**config.mk**
```make
export PLATFORM = sky130hd
export DESIGN_NAME = ex_alu_stage
export DESIGN_NICKNAME = d
export VERILOG_FILES = /design/src/rtl/ex_alu_stage.sv
export SDC_FILE = /design/constraint.sdc
export NUM_CORES = 1
export LEC_CHECK = 0
export BUFFER_PORTS_ARGS = -buffer_cell sky130_fd_sc_hd__buf_4
export CAP_MARGIN = 5
export CORE_ASPECT_RATIO = 1.5
export CORE_MARGIN = 5
export CORE_UTILIZATION = 40
export CTS_CLUSTER_SIZE = 8
export DETAILED_ROUTE_END_ITERATION = 8
export PLACE_DENSITY = 0.64
export SETUP_SLACK_MARGIN = 0.4
export SYNTH_ARGS = -nofsm -noshare
export SYNTH_HDL_FRONTEND = slang
export SYNTH_SLANG_ARGS = --single-unit
```
**constraint.sdc**
```tcl
create_clock -name clk -period 11.15 [get_ports clk]
set_input_delay 0.5575 -clock clk [delete_from_list [all_inputs] [get_ports clk]]
set_output_delay 0.5575 -clock clk [all_outputs]
set_load 0.005 [all_outputs]
```
**src/rtl/ex_alu_stage.sv**
```systemverilog
// ex_alu_stage: execute-stage ALU for the RISC-V pipeline datapath.
//
// Purpose:
//   Computes AND/OR/ADD/SUB/SLT/NOR on two XLEN-bit operands selected by the
//   4-bit ALU control code. The result goes into an EX/MEM-facing output
//   register with a valid/ready handshake. Unsupported codes still produce a
//   result (0) flagged as illegal. When the EX_ALU_MUL_EN macro is defined, an
//   iterative shift-add multiplier (one bit per cycle) handles code 1000.
//   Without the macro, code 1000 is illegal. A flush input squashes held and
//   in-flight work.
//
// Ports:
//   clk        rising-edge clock
//   rst        synchronous active-high reset
//   in_valid   ID/EX offers an operation
//   in_ready   stage accepts this cycle (combinational)
//   operation  ALU control code
//   a, b       operands
//   rd_in      destination register tag
//   flush      squash in-flight and held work
//   out_valid  result register holds a valid result
//   out_ready  downstream accepts result
//   result     registered result
//   zero       registered, result == 0
//   illegal    registered, unsupported operation
//   rd_out     registered destination tag
//
// Configuration macro: EX_ALU_MUL_EN (enables the MUL state and datapath).

module ex_alu_stage #(
  parameter int XLEN = 64
) (
  input  logic            clk,
  input  logic            rst,
  input  logic            in_valid,
  output logic            in_ready,
  input  logic [3:0]      operation,
  input  logic [XLEN-1:0] a,
  input  logic [XLEN-1:0] b,
  input  logic [4:0]      rd_in,
  input  logic            flush,
  output logic            out_valid,
  input  logic            out_ready,
  output logic [XLEN-1:0] result,
  output logic            zero,
  output logic            illegal,
  output logic [4:0]      rd_out
);

  localparam logic [3:0] OP_AND = 4'b0000;
  localparam logic [3:0] OP_OR  = 4'b0001;
  localparam logic [3:0] OP_ADD = 4'b0010;
  localparam logic [3:0] OP_SUB = 4'b0110;
  localparam logic [3:0] OP_SLT = 4'b0111;
  localparam logic [3:0] OP_NOR = 4'b1100;

`ifdef EX_ALU_MUL_EN
  localparam logic [3:0] OP_MUL = 4'b1000;
  localparam int         CNT_W  = $clog2(XLEN);
  localparam logic [CNT_W-1:0] CNT_LAST = CNT_W'(XLEN - 1);

  typedef enum logic [0:0] {
    ST_IDLE = 1'b0,
    ST_MUL  = 1'b1
  } state_t;
`else
  typedef enum logic [0:0] {
    ST_IDLE = 1'b0
  } state_t;
`endif

  state_t            state_r;
  state_t            state_next_s;
  logic              accept_s;
  logic [XLEN-1:0]   alu_res_s;
  logic              alu_illegal_s;
  logic              load_s;
  logic [XLEN-1:0]   load_res_s;
  logic              load_illegal_s;
  logic [4:0]        load_rd_s;

`ifdef EX_ALU_MUL_EN
  logic              is_mul_s;
  logic              mul_done_s;
  logic [XLEN-1:0]   mul_step_s;
  logic [XLEN-1:0]   mcand_r;
  logic [XLEN-1:0]   mplier_r;
  logic [XLEN-1:0]   acc_r;
  logic [CNT_W-1:0]  cnt_r;
  logic [4:0]        rd_mul_r;

  assign is_mul_s   = (operation == OP_MUL);
  assign mul_done_s = (state_r == ST_MUL) && (cnt_r == CNT_LAST);
  // Partial-product accumulation for the multiplier bit examined this cycle.
  assign mul_step_s = acc_r + (mplier_r[0] ? mcand_r : {XLEN{1'b0}});
`endif

  // A new operation is taken only when the output slot is (or is becoming) free.
  assign in_ready = !flush && (state_r == ST_IDLE) && (!out_valid || out_ready);
  assign accept_s = in_valid && in_ready;

  // Single-cycle ALU datapath and legality decode.
  always_comb begin
    alu_res_s     = {XLEN{1'b0}};
    alu_illegal_s = 1'b0;
    case (operation)
      OP_AND: alu_res_s = a & b;
      OP_OR:  alu_res_s = a | b;
      OP_ADD: alu_res_s = a + b;
      OP_SUB: alu_res_s = a - b;
      OP_SLT: alu_res_s = ($signed(a) < $signed(b)) ? {{(XLEN-1){1'b0}}, 1'b1} : {XLEN{1'b0}};
      OP_NOR: alu_res_s = ~(a | b);
`ifdef EX_ALU_MUL_EN
      // The product is delivered by the multiplier, not this path.
      OP_MUL: alu_res_s = {XLEN{1'b0}};
`endif
      default: begin
        alu_res_s     = {XLEN{1'b0}};
        alu_illegal_s = 1'b1;
      end
    endcase
  end

  // Select what (if anything) loads the output register this cycle.
  always_comb begin
    load_s         = 1'b0;
    load_res_s     = {XLEN{1'b0}};
    load_illegal_s = 1'b0;
    load_rd_s      = 5'd0;
`ifdef EX_ALU_MUL_EN
    if (mul_done_s) begin
      load_s     = 1'b1;
      load_res_s = mul_step_s;
      load_rd_s  = rd_mul_r;
    end else if (accept_s && !is_mul_s) begin
      load_s         = 1'b1;
      load_res_s     = alu_res_s;
      load_illegal_s = alu_illegal_s;
      load_rd_s      = rd_in;
    end else begin
      load_s = 1'b0;
    end
`else
    if (accept_s) begin
      load_s         = 1'b1;
      load_res_s     = alu_res_s;
      load_illegal_s = alu_illegal_s;
      load_rd_s      = rd_in;
    end else begin
      load_s = 1'b0;
    end
`endif
  end

  // Next-state logic; flush always returns to IDLE.
  always_comb begin
    state_next_s = state_r;
    if (flush) begin
      state_next_s = ST_IDLE;
    end else begin
      case (state_r)
`ifdef EX_ALU_MUL_EN
        ST_IDLE: begin
          if (accept_s && is_mul_s) begin
            state_next_s = ST_MUL;
          end else begin
            state_next_s = ST_IDLE;
          end
        end
        ST_MUL: begin
          if (cnt_r == CNT_LAST) begin
            state_next_s = ST_IDLE;
          end else begin
            state_next_s = ST_MUL;
          end
        end
`else
        ST_IDLE: state_next_s = ST_IDLE;
`endif
        default: state_next_s = ST_IDLE;
      endcase
    end
  end

  // State register.
  always_ff @(posedge clk) begin
    if (rst) begin
      state_r <= ST_IDLE;
    end else begin
      state_r <= state_next_s;
    end
  end

`ifdef EX_ALU_MUL_EN
  // Multiplier operands, accumulator and bit counter.
  always_ff @(posedge clk) begin
    if (rst) begin
      mcand_r  <= {XLEN{1'b0}};
      mplier_r <= {XLEN{1'b0}};
      acc_r    <= {XLEN{1'b0}};
      cnt_r    <= {CNT_W{1'b0}};
      rd_mul_r <= 5'd0;
    end else if (accept_s && is_mul_s) begin
      mcand_r  <= a;
      mplier_r <= b;
      acc_r    <= {XLEN{1'b0}};
      cnt_r    <= {CNT_W{1'b0}};
      rd_mul_r <= rd_in;
    end else if (state_r == ST_MUL) begin
      mcand_r  <= mcand_r << 1;
      mplier_r <= mplier_r >> 1;
      acc_r    <= mul_step_s;
      cnt_r    <= cnt_r + CNT_W'(1);
    end
  end
`endif

  // Output register: flush beats load; load beats drain; otherwise hold.
  always_ff @(posedge clk) begin
    if (rst) begin
      out_valid <= 1'b0;
      result    <= {XLEN{1'b0}};
      zero      <= 1'b0;
      illegal   <= 1'b0;
      rd_out    <= 5'd0;
    end else if (flush) begin
      out_valid <= 1'b0;
    end else if (load_s) begin
      out_valid <= 1'b1;
      result    <= load_res_s;
      zero      <= (load_res_s == {XLEN{1'b0}});
      illegal   <= load_illegal_s;
      rd_out    <= load_rd_s;
    end else if (out_ready) begin
      out_valid <= 1'b0;
    end
  end

endmodule

```
==> results of run 1 <==
cell families (layout without fill, tap and decap cells):
kind of cell | count (synthesis) | in the layout | synth area share (%)
adders and majority gates | 214 | 214 | 18.1
DFF | 72 | 72 | 9.68
AOI/OAI and AO/OA | 793 | 793 | 36.7
and+or+nand+nor | 760 | 760 | 24.2
buffers and inverters | 332 | 457 | 8.54
muxes | 20 | 20 | 1.35
xor gates and xnor gates | 24 | 24 | 1.41
cell type report:
class                           count  area [um^2]
Clock buffer                       10          239
Clock inverter                      6         52.6
Fill cell                        3928        19700
Inverter                          203          762
Multi-Input combinational cell   1811        12200
Sequential cell                    72         1440
Tap cell                          484          606
Timing Repair Buffer              238         1790
sequential cells by signal (all words and copies together) (netlist names):
name and cells:
illegal 1, result 64, out_valid 1, rd_out 5, zero 1
final timing paths:
path                           start                      end  slack (ns)  cells past startpoint
max                             b[0]        zero$_SDFFE_PP0P_        5.50                     16
min                            flush   out_valid$_SDFFE_PP0P_        0.39                      2
max reg2reg   out_valid$_SDFFE_PP0P_        zero$_SDFFE_PP0P_        7.66                     14
min reg2reg  result[17]$_SDFFE_PP0P_  result[17]$_SDFFE_PP0P_        0.46                      2
placed cells by master (no fill, tap or decap), drive strengths merged, types with 18 or more instances in the layout:
master / netlist / final
nand2: 185 / 185
o31ai: 37 / 37
a211oi: 47 / 47
nor2b: 23 / 23
a221o: 36 / 36
mux2i: 19 / 19
dfxtp: 72 / 72
o21ai: 126 / 126
inv: 201 / 203
nor2: 263 / 263
a31oi: 31 / 31
buf: 24 / 238
o21a: 18 / 18
nand3: 53 / 53
nand4: 32 / 32
xnor2: 23 / 23
nor3: 66 / 66
a21o: 35 / 35
ha: 212 / 212
o211ai: 23 / 23
a221oi: 38 / 38
nor4: 37 / 37
o21bai: 30 / 30
a21oi: 205 / 205
critical path, cell delays in order:
cell	delay (ns)
buf_4	0.09
ha_1	0.22
inv_1	0.08
fa_1	0.41
nand2b_1	0.18
a21o_1	0.24
a211oi_1	0.73
nor3_1	0.22
o21a_1	0.40
o41ai_1	1.10
xnor2_1	0.14
a221oi_1	0.75
nand3_1	0.25
o31ai_1	0.26
a41oi_1	0.15
a21oi_1	0.15
power breakdown:
part | switching [mW] | total (mW) | internal (mW)
combinational | 0.527 | 0.792 | 0.264
sequential | 0.00844 | 0.278 | 0.270
clock | 0.139 | 0.299 | 0.160
layer usage:
layer | global-route usage, % | part of all wire (%)
met1 | 38.3 | 35
met2 | 65.9 | 50
met3 | 3.52 | 5.3
met4 | 24.5 | 8.8
met5 | 0 | 0
through the flow:
stage                     cells  instance area [um^2]  setup slack, ns  hold slack, ns  power (mW)
after floorplan            2215                 14900             7.08           0.453       0.751
after global placement     2808                 16800             5.51           0.443        1.05
after detailed placement   2808                 16800             5.49           0.451        1.05
after CTS                  2824                 17100             5.84           0.386        1.35
after global routing       2824                 17100             5.58           0.393        1.43
final                      2824                 17100             5.50           0.392        1.37
==> key figures, run 1 <==
Run status
  • Status: finished, final reports clean

Global route
  • Vias in the first global route: 17800
  • Global-route wire length before repair: roughly 110000 um
  • Largest net degree at the start of global routing: 68
  • Initial antenna violation count: 0
  • Grt total ovfl: 0
  • Total track usage: 35.8%

Setup path
  • Worst setup path category: in2reg
  • WP data required: 11.44 ns
  • CP Capture Type: register
  • CP startpoint kind: input pin
  • Crit path DAT: 5.95 ns
  • Crit Path Max Fanout: 5

CTS
  • Clock Tree Root: clkbuf_16
  • CTS sink cnt: roughly 70
  • Worst skew pair latency: around 0.36 ns
  • Count of hold-fix buffers inserted at cts: 0
  • TritonCTS clock tree: built
  • Post-CTS Repair Setup Buffers: 0
  • Reg clk slew, reported paths: 0.07 ns
  • TritonCTS Buffers: 9
  • Post-cts sizing count: 0
  • H-Tree Depth: 3
  • Max Buffers Root-to-Sink: 2

Floorplan
  • Die Span X: 168 um
  • Starting Density: 40.5%
  • Ports: 215
  • Core region area: approximately 37000 um^2
  • Site Rows: 86
  • Die area: 41300 um^2
  • Die Y-Extent: 246 um

Timing
  • Final min period: 5.65 ns
  • Final period utilization: between 50% and 60%
  • Max-slew violation count: 0
  • RSZ-0062 raised after global routing: no
  • Clock Skew: 0.0115 ns
  • Worst Max-Slew Pin Slew: 1.19 ns
  • # setup viols final: 0
  • Final hold vios: 0
  • Fmax: 177 MHz
  • Setup_tns: 0 ns
  • Slew HR: 19.8%

Logic synthesis
  • Ys flop type: dfxtp_1
  • EDFF count, synth: 0
  • Syn Nets: 2571
  • Async S/R FF share, synth: 0%
  • Top cells by count, synth: 262 x nor2_1, 212 x ha_1, 205 x a21oi_1
  • Cell variety after synth: 92
  • Cell area after synthesis: around 15000 um^2
  • Mean Syn Cell Area: 6.72 um^2
  • Top cells by area, synth: ha_1 18%, dfxtp_1 9.7%, a21oi_1 6.9%
  • Post-synthesis sequential area ratio: 9.68%
  • Synthesis Warnings: 0
  • Area leader, netlist: ha_1
  • Flops & latches, synth: just over 70
  • Post-synth top area share: 17.8%
  • Top-count cell post-synth: nor2_1
  • Syn Inst Count: 2215

Routing
  • Post-route ant nets: 0
  • Vias per Instance: roughly 6.5
  • Via count: 18300
  • WL final: around 78000 um
  • Wirelength per Cell: 27.8 um
  • Pre-Repair DR Iteration Count: 6
  • Initial DRC Count: 1731
  • Residual DRC: 0

Place
  • IO buf count: about 210
  • Final GP Congestion: 1.02
  • DP HPWL: 63700 um

Power and ir drop
  • Max VDD drop: 0.0746 mV
  • LEAKAGE: 7.70 nW
  • Power density cells: 80.0 nW/um^2

Cells and area
  • Layout Area Growth over Synthesis: 15.0%
  • Layout cells sized above 1: 13.4%
  • Ant. Diodes: 0
  • Final core utilization: roughly 47%
  • Nets: 2691

Min path
  • Hold Crit Class: in2reg

Flow run
  • # Max-Cap Violations: 0
Power figures use the tool's default switching activity.
==> run 2, diff against run 1 <==
PLACE_DENSITY = 0.66   (was 0.64)
clock period = 4.85 ns   (was 11.15 ns; I/O delays follow)
==> key figures, run 2 (synthesis gave the netlist of run 1 again) <==
Run status
  • Status: finished, final reports clean

Cells and area
  • Layout Area Growth over Synthesis: 22.9%
  • Most frequent cells in the layout: 374 x buf_4, 262 x nor2_1, 212 x ha_1
  • Register with the most flip-flops: result
  • Design Area, Final: about 18000 um^2
  • Ant. Diodes: 0
  • Most common cell after layout, fill and taps aside: buf_4
  • Regs by FF count: result: 64 flops, rd_out: 5 flops
  • Max reg flops: 64
  • Layout cells sized above 1: 18.6%
  • Nets: 2831

Place
  • DP Area: 17900 um^2
  • DP Worst Slack: -0.206 ns
  • Final GP Congestion: 1.04
  • IO buf count: 214
  • DP HPWL: about 65000 um

Timing
  • Worst Max-Slew Pin Slew: 1.05 ns
  • # setup viols final: 0
  • Clock Skew: 0.00925 ns
  • Hold WS: 0.0811 ns
  • Final period utilization: 89.0%
  • Final worst setup slack: 0.532 ns
  • Fmax: 232 MHz
  • Max-slew violation count: 0
  • Final min period: approximately 4.3 ns
  • Final hold vios: 0
  • RSZ-0062 raised after global routing: no
  • Setup_tns: 0 ns
  • Slew HR: 29.7%

CTS
  • Clock Tree Root: clkbuf_16
  • Reg clk slew, reported paths: 0.06 ns
  • H-Tree Depth: 3
  • Max Buffers Root-to-Sink: 2
  • Worst skew pair latency: 0.35 ns
  • CTS sink cnt: 72
  • TritonCTS clock tree: built
  • Count of hold-fix buffers inserted at cts: 0
  • TritonCTS Buffers: 9

Min path
  • Hold path endpoint: out_valid$_SDFFE_PP0P_
  • Min-delay src: flush
  • Hold Crit Class: in2reg
  • Hold path depth: 2

Routing
  • Initial DRC Count: 1652
  • Wirelength per Cell: 26.8 um
  • Pre-Repair DR Iteration Count: 6
  • Residual DRC: 0
  • Vias per Instance: 6.29
  • Post-route ant nets: 0
  • WL final: between 70000 and 80000 um
  • Via count: ~19000

Setup path
  • R2r setup slk: approximately 1.7 ns
  • Crit Path Max Fanout: 9
  • Worst-path cell chain: buf_4 > inv_1 > ha_1 > buf_4 > nor2b_1 > o211ai_1 > a311oi_1 > buf_4 > o211ai_1 > a21oi_1 > o211a_1 > o21bai_1 > a211oi_1 > o22ai_1 > a221o_1 > a21boi_1 > buf_4 > a41oi_1 > a21oi_1
  • RR Startpoint: out_valid$_SDFFE_PP0P_
  • CP Launch Point: a[14]
  • WP data required: 5.13 ns
  • CP Capture Type: register
  • Reg2reg path depth: 10
  • Worst stage delay on the critical path: approximately 0.48 ns
  • Crit-path slowest cell: a311oi_1
  • Crit path DAT: approximately 4.6 ns
  • Most frequent CP cell: buf_4
  • Worst Path Buf+Inv: 5
  • Reg2reg end: zero$_SDFFE_PP0P_
  • Worst setup path category: in2reg
  • Crit-path leading delay family: compound AO/OA/AOI/OAI gates
  • CP startpoint kind: input pin

Floorplan
  • Die Y-Extent: 246 um
  • Die area: 41300 um^2
  • Core region area: 36800 um^2
  • Die Span X: 168 um
  • Site Rows: 86
  • Ports: between 200 and 250
  • Starting Density: 40.5%

Power and ir drop
  • Clock share of power: 22.2%
  • Max VDD drop: 0.140 mV
  • Sw frac: a little under half
  • Overall Power: 3.35 mW
  • LEAKAGE: roughly 8.4 nW
  • Comb pwr share: 58.7%
  • Net Switching: 1.57 mW
  • Cell internal pwr: 1.78 mW
  • Sequential Power Share: 19.1%
  • Power density cells: 183 nW/um^2

Global route
  • Vias in the first global route: roughly 18000
  • Largest net degree at the start of global routing: 68
  • Total track usage: between 30% and 40%
  • Global-route wire length before repair: 115000 um
  • Grt total ovfl: 0
  • Initial antenna violation count: 0

Flow run
  • # Max-Cap Violations: 0
==> run 2: cell types whose count changed in the layout (fill, tap and decap cells not counted), moves of 2 or more <==
cell / delta
a21boi_0: -2
buf_4: +136
nor4_1: -2
buf_12: +4
a21boi_1: +2
nor4_2: +2
clkinv_4: -2
==> run 2: worst max path at each step <==
stage / end / cells after the start
3_3_place_gp: zero$_SDFFE_PP0P_ / 18
4_1_cts: zero$_SDFFE_PP0P_ / 17
2_1_floorplan: zero$_SDFFE_PP0P_ / 16
6_report: zero$_SDFFE_PP0P_ / 19
3_5_place_dp: zero$_SDFFE_PP0P_ / 18
5_1_grt: zero$_SDFFE_PP0P_ / 20
==> run 2: power groups by stage <==
stage | Clock (mW) | Combinational [mW] | Sequential (mW)
detailed placement | 0 | 1.90 | 0.654
global route | 0.778 | 2.09 | 0.643
CTS | 0.753 | 1.92 | 0.640
floorplan | 0 | 1.08 | 0.650
finish | 0.743 | 1.96 | 0.641
global placement | 0 | 1.89 | 0.653
==> run 2: per-stage QoR <==
stage	instances	util (%)
after floorplan	2215	-
after global placement	2948	48.7
after detailed placement	2948	48.7
after CTS	2964	49.6
after global routing	2964	49.7
final	2964	49.7
==> run 2: area by class of cell <==
cell class / instances / area [um^2]
multi-input combinational: 1811 / 12300
inverter: 203 / 762
clock inverter: 5 / 62.6
fill: 3891 / 18500
timing repair buffer: 378 / 2890
tap: 484 / 606
clock buffer: 11 / 253
sequential: 72 / 1440
==> run 2: worst register-to-register path: stages (launching register included) <==
cell and delay [ns]:
dfxtp_1 0.33, nor2b_1 0.24, nor3b_2 0.11, nand2_1 0.57, nor2_1 0.30, a2bb2oi_2 0.39
nand4b_1 0.18, or4_4 0.52, nor4_2 0.23, nand3_1 0.10, a21oi_1 0.14
==> run 2: what timing repair did <==
action	CTS	global route
resized for setup	2	10
endpoints found under the setup margin	1	1
buffers inserted	0	0
endpoints found under the hold margin	0	0
==> run 2: per-layer routing <==
metal / global-route usage (%) / up-vias / routed length, um
met5: 0 / - / 0
met4: 29.2 / 0 / 7990
met3: 3.45 / 290 / 3750
met2: 67.5 / 813 / 40200
met1: 37.2 / 8904 / 27500
li1: - / 8650 / -
